### src/rtl/fetch_unit_if.sv
// Fetch-side bus bundle: instruction-memory request/ack channel and the
// valid/ready output register feeding decode.
interface fetch_unit_if #(
    parameter int unsigned XLEN = 64,
    parameter int unsigned ILEN = 32
);
    logic            imemReq;
    logic [XLEN-1:0] imemAddr;
    logic            imemAck;
    logic [ILEN-1:0] imemData;
    logic            ifValid;
    logic [XLEN-1:0] ifPc;
    logic [ILEN-1:0] ifInstr;
    logic            decodeReady;

    modport master (
        output imemReq, imemAddr, ifValid, ifPc, ifInstr,
        input  imemAck, imemData, decodeReady
    );

    modport slave (
        input  imemReq, imemAddr, ifValid, ifPc, ifInstr,
        output imemAck, imemData, decodeReady
    );
endinterface

### src/rtl/fetch_unit.sv
// Instruction-fetch sequencer: one outstanding imem request, output register
// with one-entry skid buffer, PC advance/stall control and redirect draining.
module fetch_unit #(
    parameter int unsigned     XLEN      = 64,
    parameter int unsigned     ILEN      = 32,
    parameter logic [ILEN-1:0] NOP_INSTR = 32'h0000_0013
) (
    input  logic            clk,
    input  logic            resetN,
    input  logic [XLEN-1:0] pc,
    output logic [XLEN-1:0] nextPc,
    output logic            pcStall,
    input  logic            redirectValid,
    input  logic [XLEN-1:0] redirectTarget,
    fetch_unit_if.master    bus
);

    typedef enum logic [1:0] {StIdle, StReq, StHold, StDrain} state_e;

    state_e          state_q, state_d;
    logic            if_valid_q, if_valid_d;
    logic [XLEN-1:0] if_pc_q, if_pc_d;
    logic [ILEN-1:0] if_instr_q, if_instr_d;
    logic            skid_valid_q, skid_valid_d;
    logic [XLEN-1:0] skid_pc_q, skid_pc_d;
    logic [ILEN-1:0] skid_instr_q, skid_instr_d;
    logic [XLEN-1:0] drain_addr_q, drain_addr_d;
    logic            slot_free;
    logic            redirect;
    logic            unused_tgt_lsb;

    assign unused_tgt_lsb = ^redirectTarget[1:0];

    assign bus.ifValid = if_valid_q;
    assign bus.ifPc    = if_pc_q;
    assign bus.ifInstr = if_instr_q;

    always_comb begin
        slot_free = !if_valid_q || bus.decodeReady;
        // Redirect must not release the PC while the block is held in reset.
        redirect  = redirectValid && resetN;

        state_d      = state_q;
        if_valid_d   = if_valid_q;
        if_pc_d      = if_pc_q;
        if_instr_d   = if_instr_q;
        skid_valid_d = skid_valid_q;
        skid_pc_d    = skid_pc_q;
        skid_instr_d = skid_instr_q;
        drain_addr_d = drain_addr_q;
        pcStall      = 1'b1;
        nextPc       = pc;
        bus.imemReq  = 1'b0;
        bus.imemAddr = pc;

        if (if_valid_q && bus.decodeReady) begin
            if_valid_d = 1'b0;
            if_instr_d = NOP_INSTR;
        end

        unique case (state_q)
            StIdle: state_d = StReq;
            StReq: begin
                bus.imemReq  = 1'b1;
                bus.imemAddr = pc;
                if (bus.imemAck) begin
                    pcStall = 1'b0;
                    nextPc  = pc + XLEN'(4);
                    if (slot_free) begin
                        if_valid_d = 1'b1;
                        if_pc_d    = pc;
                        if_instr_d = bus.imemData;
                    end else begin
                        skid_valid_d = 1'b1;
                        skid_pc_d    = pc;
                        skid_instr_d = bus.imemData;
                        state_d      = StHold;
                    end
                end
            end
            StHold: begin
                if (bus.decodeReady && skid_valid_q) begin
                    if_valid_d   = 1'b1;
                    if_pc_d      = skid_pc_q;
                    if_instr_d   = skid_instr_q;
                    skid_valid_d = 1'b0;
                    state_d      = StReq;
                end
            end
            StDrain: begin
                // Keep the abandoned request stable until memory answers it.
                bus.imemReq  = 1'b1;
                bus.imemAddr = drain_addr_q;
                if (bus.imemAck) state_d = StReq;
            end
            default: state_d = StIdle;
        endcase

        if (redirect) begin
            nextPc       = {redirectTarget[XLEN-1:2], 2'b00};
            pcStall      = 1'b0;
            if_valid_d   = 1'b0;
            if_pc_d      = if_pc_q;
            if_instr_d   = NOP_INSTR;
            skid_valid_d = 1'b0;
            case (state_q)
                StReq: begin
                    if (!bus.imemAck) begin
                        drain_addr_d = pc;
                        state_d      = StDrain;
                    end else begin
                        state_d = StReq;
                    end
                end
                StDrain: state_d = StDrain;
                default: state_d = StReq;
            endcase
        end
    end

    always_ff @(posedge clk or negedge resetN) begin
        if (!resetN) begin
            state_q      <= StIdle;
            if_valid_q   <= 1'b0;
            if_pc_q      <= '0;
            if_instr_q   <= NOP_INSTR;
            skid_valid_q <= 1'b0;
            skid_pc_q    <= '0;
            skid_instr_q <= '0;
            drain_addr_q <= '0;
        end else begin
            state_q      <= state_d;
            if_valid_q   <= if_valid_d;
            if_pc_q      <= if_pc_d;
            if_instr_q   <= if_instr_d;
            skid_valid_q <= skid_valid_d;
            skid_pc_q    <= skid_pc_d;
            skid_instr_q <= skid_instr_d;
            drain_addr_q <= drain_addr_d;
        end
    end

endmodule

### src/flat_wrapper.sv
// flat-port wrapper written by rule: the top's interface ports become plain ports
module fetch_unit_flat 
#(
    parameter int unsigned     XLEN      = 64,
    parameter int unsigned     ILEN      = 32,
    parameter logic [ILEN-1:0] NOP_INSTR = 32'h0000_0013
)
  (clk, resetN, pc, nextPc, pcStall, redirectValid, redirectTarget, bus_imemReq, bus_imemAddr, bus_ifValid, bus_ifPc, bus_ifInstr, bus_imemAck, bus_imemData, bus_decodeReady);
  fetch_unit_if #(.XLEN(XLEN), .ILEN(ILEN)) bus_i ();
  input  logic clk;
  input  logic resetN;
  input  logic [XLEN-1:0] pc;
  output logic [XLEN-1:0] nextPc;
  output logic pcStall;
  input  logic redirectValid;
  input  logic [XLEN-1:0] redirectTarget;
  output wire logic [$bits(bus_i.imemReq)-1:0] bus_imemReq;
  output wire logic [$bits(bus_i.imemAddr)-1:0] bus_imemAddr;
  output wire logic [$bits(bus_i.ifValid)-1:0] bus_ifValid;
  output wire logic [$bits(bus_i.ifPc)-1:0] bus_ifPc;
  output wire logic [$bits(bus_i.ifInstr)-1:0] bus_ifInstr;
  input wire logic [$bits(bus_i.imemAck)-1:0] bus_imemAck;
  input wire logic [$bits(bus_i.imemData)-1:0] bus_imemData;
  input wire logic [$bits(bus_i.decodeReady)-1:0] bus_decodeReady;
  assign bus_imemReq = bus_i.imemReq;
  assign bus_imemAddr = bus_i.imemAddr;
  assign bus_ifValid = bus_i.ifValid;
  assign bus_ifPc = bus_i.ifPc;
  assign bus_ifInstr = bus_i.ifInstr;
  assign bus_i.imemAck = bus_imemAck;
  assign bus_i.imemData = bus_imemData;
  assign bus_i.decodeReady = bus_decodeReady;
  fetch_unit #(.XLEN(XLEN), .ILEN(ILEN), .NOP_INSTR(NOP_INSTR)) u_core (.clk(clk), .resetN(resetN), .pc(pc), .nextPc(nextPc), .pcStall(pcStall), .redirectValid(redirectValid), .redirectTarget(redirectTarget), .bus(bus_i));
endmodule
### config.mk
export PLATFORM = sky130hd
export DESIGN_NAME = fetch_unit_flat
export DESIGN_NICKNAME = d
export VERILOG_FILES = /design/src/rtl/fetch_unit_if.sv /design/src/rtl/fetch_unit.sv /design/src/flat_wrapper.sv
export SDC_FILE = /design/constraint.sdc
export NUM_CORES = 1
export LEC_CHECK = 0
export CAP_MARGIN = 15
export CORE_ASPECT_RATIO = 0.6
export CORE_UTILIZATION = 42
export DETAILED_ROUTE_END_ITERATION = 10
export DONT_BUFFER_PORTS = 1
export PLACE_DENSITY_LB_ADDON = 0.08
export SETUP_SLACK_MARGIN = 0.1
export SLEW_MARGIN = 5
export SYNTH_ARGS = -nofsm -noshare
export SYNTH_HDL_FRONTEND = slang
export SYNTH_SLANG_ARGS = --single-unit
### constraint.sdc
create_clock -name clk -period 2.8 [get_ports clk]
set_input_delay 0.42 -clock clk [delete_from_list [all_inputs] [get_ports clk]]
set_output_delay 0.42 -clock clk [all_outputs]
set_load 0.03 [all_outputs]
==> impl_metrics.tcl <==
set metrics [dict create \
    rr_endpoint "u_core.bus.ifInstr[9]" \
    synth_fa_ha_area_share_pct 0.3610 \
    syn_area_per_cell_um2 10.19 \
    routed_via_density 5.844 \
    ys_types 51 \
    timing.setup.tns_ns -8.622 \
    grt-ovfl-total 0 \
    drt_iter0_markers 720 \
    h-tree-depth 1 \
    total_power_mw 18.67 \
    core_mm2 0.03248 \
    synth_area_mm2 0.01386 \
    numCtsBuffers 27 \
    r2r_cells 12 \
    synth_area_leader_cell "dfrtp_1" \
    antenna_found_initial 0 \
    start_util_pct 42.68 \
    ys_seq_area_share_pct 46.96 \
    synth_nets 1529 \
    n_antenna_cell 0 \
    setup_ws_ns -0.2799 \
    placed_area_mm2 0.01501 \
    wl_um 45440 \
    timing.hold.ws_ns -0.4155 \
    cp-end-kind "output port" \
    slowest_delay_ns 0.39 \
    finalHoldViolCount 260 \
    grt_pass1_vias 10624 \
    area_growth_pct 24.85 \
    clock-sinks 260 \
    fmax_mhz 324.7 \
    firstDrtPassIters 5 \
    die_h_um 142.7 \
    yosys_register_bits 260 \
    period_needed_ns 3.080 \
    status "finished with violations" \
    place_congestion 0.8199 \
    ctsHoldBuffers 44 \
    fp-row-count 51 \
    power.density_mw_per_mm2 1079 \
    num_io_pins 392 \
    crit_type "reg2out" \
    grtUsageTotal_pct 26.02 \
    dieWidth_um 236.5 \
    yosys.area_share.simple_pct 14.43 \
    cp.depth 10 \
    grt_max_degree 263 \
    synth_cells 1360 \
    synth_area_leaders "dfrtp_1 46%, mux2_2 16%, mux2i_1 5.5%" \
    regToRegSetupSlack_ns 0.30 \
    crit_arrival_ns 2.66 \
    clk_pin_slew_worst_paths_ns 0.06 \
    slew_violations 0 \
    crit_family "simple AND/OR/NAND/NOR gates" \
    slowest_stage "dfrtp_1" \
    cts_tree "yes" \
    start_kind "flop" \
    slew_headroom_pct 33.29 \
    worstPathBufferInverterCount 4 \
    cts_root_buf "clkbuf_16" \
    layout.cells.non_filler 1897 \
    setup_violations 53 \
    cp.required_ns 2.38 \
    period_share_pct 110.0 \
    rsz0062_at_grt "yes" \
    path_max_fanout 7 \
    async_flop_share_pct 100.0 \
    cp_cell_sequence "inv_2, ha_4, nand3_4, nor2_4, nand4_4, buf_12, buf_12, or3_1, a31oi_1, buf_4" \
    fin_util_pct 53.28 \
    hold_path_class "in2async" \
    wl_per_cell_um 23.96 \
    violations "negative hold slack, negative setup slack" \
    synthMuxAreaShare_pct 21.73 \
    regToRegStartpoint "u_core.state_q[0]" \
    fp.dieArea_mm2 0.03376 \
    synthFlopType "dfrtp_1" \
    synth_edf_count 0 \
    dp_hpwl_um 29940 \
    place_inst 1771 \
    drive_above_1_share_pct 32.25 \
    synth_top_area_share_pct 46.39 \
    synth_xor_xnor_area_share_pct 1.706 \
    crit_path_frequent_cell "buf_12" \
    yosysWarningCount 0 \
    cap_violations 0 \
    synth_compound_area_share_pct 10.66 \
    drc 0 \
    vias 11086 \
    io_buffer_count 0 \
    antenna_left 0 \
    ir_worst_vdd_v 0.0006046 \
    grt_first_pass_wirelength_um 67730 \
    cts-root-to-sink-buffers 3 \
    skew_ns 0.03245 \
    p_leak_nw 7.375 \
    synth_top_family_by_area "multiplexers" \
    layout_common_cells "257 x dfrtp_1, 162 x mux2_2, 133 x nor2_1, 105 x nand2_1, 95 x buf_4" \
    finalInstanceArea_mm2 0.01731 \
    final_common_cell "dfrtp_1" \
    nets 1624 \
    worstMarginPinSlew_ns 1.001 \
    insertion_delay_ns 0.55 \
    pre_cts_ws_ns 0.03156 \
]
==> worst register-to-register path, delay by kind of cell, from the launching register on <==
kind / cells / cell delay (ns)
and+or+nand+nor: 3 / 0.37
buffers and inverters: 6 / 0.86
AOI/OAI and AO/OA: 2 / 0.54
adders and majority gates: 1 / 0.19
DFF: 1 / 0.42
==> routing by layer <==
layer | vias to the layer above | track usage [%] | part of all wire, %
met5 | - | 0 | 0
met4 | 0 | 4.614 | 1.7
met3 | 52 | 6.089 | 6.4
met2 | 329 | 40.25 | 45
met1 | 5669 | 37.39 | 47
li1 | 5036 | - | -
==> cells by family (layout without fill, tap and decap cells) <==
kind of cell | after synthesis | in the layout
simple gates | 413 | 413
mux | 276 | 276
flops | 260 | 260
compound gates | 240 | 240
buf+inv | 140 | 253
xor+xnor | 27 | 27
fa+ha+maj | 4 | 4
==> state kept, by name, indices dropped and copies added, names as in the netlist <==
name                 count
u_core.drain_addr_q     64
u_core.bus.ifInstr      32
u_core.bus.ifPc         64
u_core.bus.ifValid       1
u_core.skid_valid_q      1
u_core.skid_instr_q     32
u_core.state_q           2
u_core.skid_pc_q        64
==> synth_stat cells (2+ instances only) <==
cell type,count
buf_2,34
a22oi_1,33
clkbuf_1,68
nor4_4,2
nor4_1,11
o211ai_1,6
a211o_1,4
mux2_2,200
buf_1,20
or3_1,13
nand2_1,112
nand4_2,3
nor2_2,2
or4_1,11
inv_1,13
and3_1,10
a31oi_1,16
nor3_1,13
clkbuf_2,5
a21oi_1,72
nor2_1,137
and2_1,16
nand4_1,28
dfstp_2,3
nand3_2,2
a2bb2oi_1,29
o21ai_1,2
dfrtp_1,257
mux2i_1,76
nor4_2,2
ha_1,4
xnor2_1,12
nor2b_1,2
o21ai_0,66
nand3_1,41
o31ai_1,5
nand3b_1,2
xor2_1,15
==> what timing repair did <==
item,4_1_cts,5_1_grt
gates resized for setup,98,83
buffers inserted,23,13
cloned,1,0
pin swaps,33,31
endpoints found under the setup margin,76,60
endpoints found under the hold margin,325,260
==> cell type report <==
class	instances	area, um^2
Clock buffer	41	778.2
Clock inverter	6	57.56
Fill cell	2887	15170
Inverter	13	48.80
Multi-Input combinational cell	960	7468
Sequential cell	260	6510
Tap cell	424	530.5
Timing Repair Buffer	193	1913
==> power breakdown <==
part           total (mW)  switching (mW)  internal, mW
sequential           7.98            2.42          5.56
clock                3.52            1.53          1.99
combinational        7.17            3.99          3.18
==> how the worst max path moves through the flow <==
| stage | from | slack (ns) | endpoint |
|---|---|---|---|
| floorplan | pc[4] | 0.11 | nextPc[16] |
| global placement | u_core.state_q[1] | 0.07 | nextPc[44] |
| detailed placement | u_core.state_q[1] | 0.03 | nextPc[44] |
| CTS | u_core.state_q[1] | -0.28 | nextPc[60] |
| global route | u_core.state_q[1] | -0.39 | nextPc[56] |
| finish | u_core.state_q[1] | -0.28 | nextPc[60] |
(Power assumes the default switching activity.)
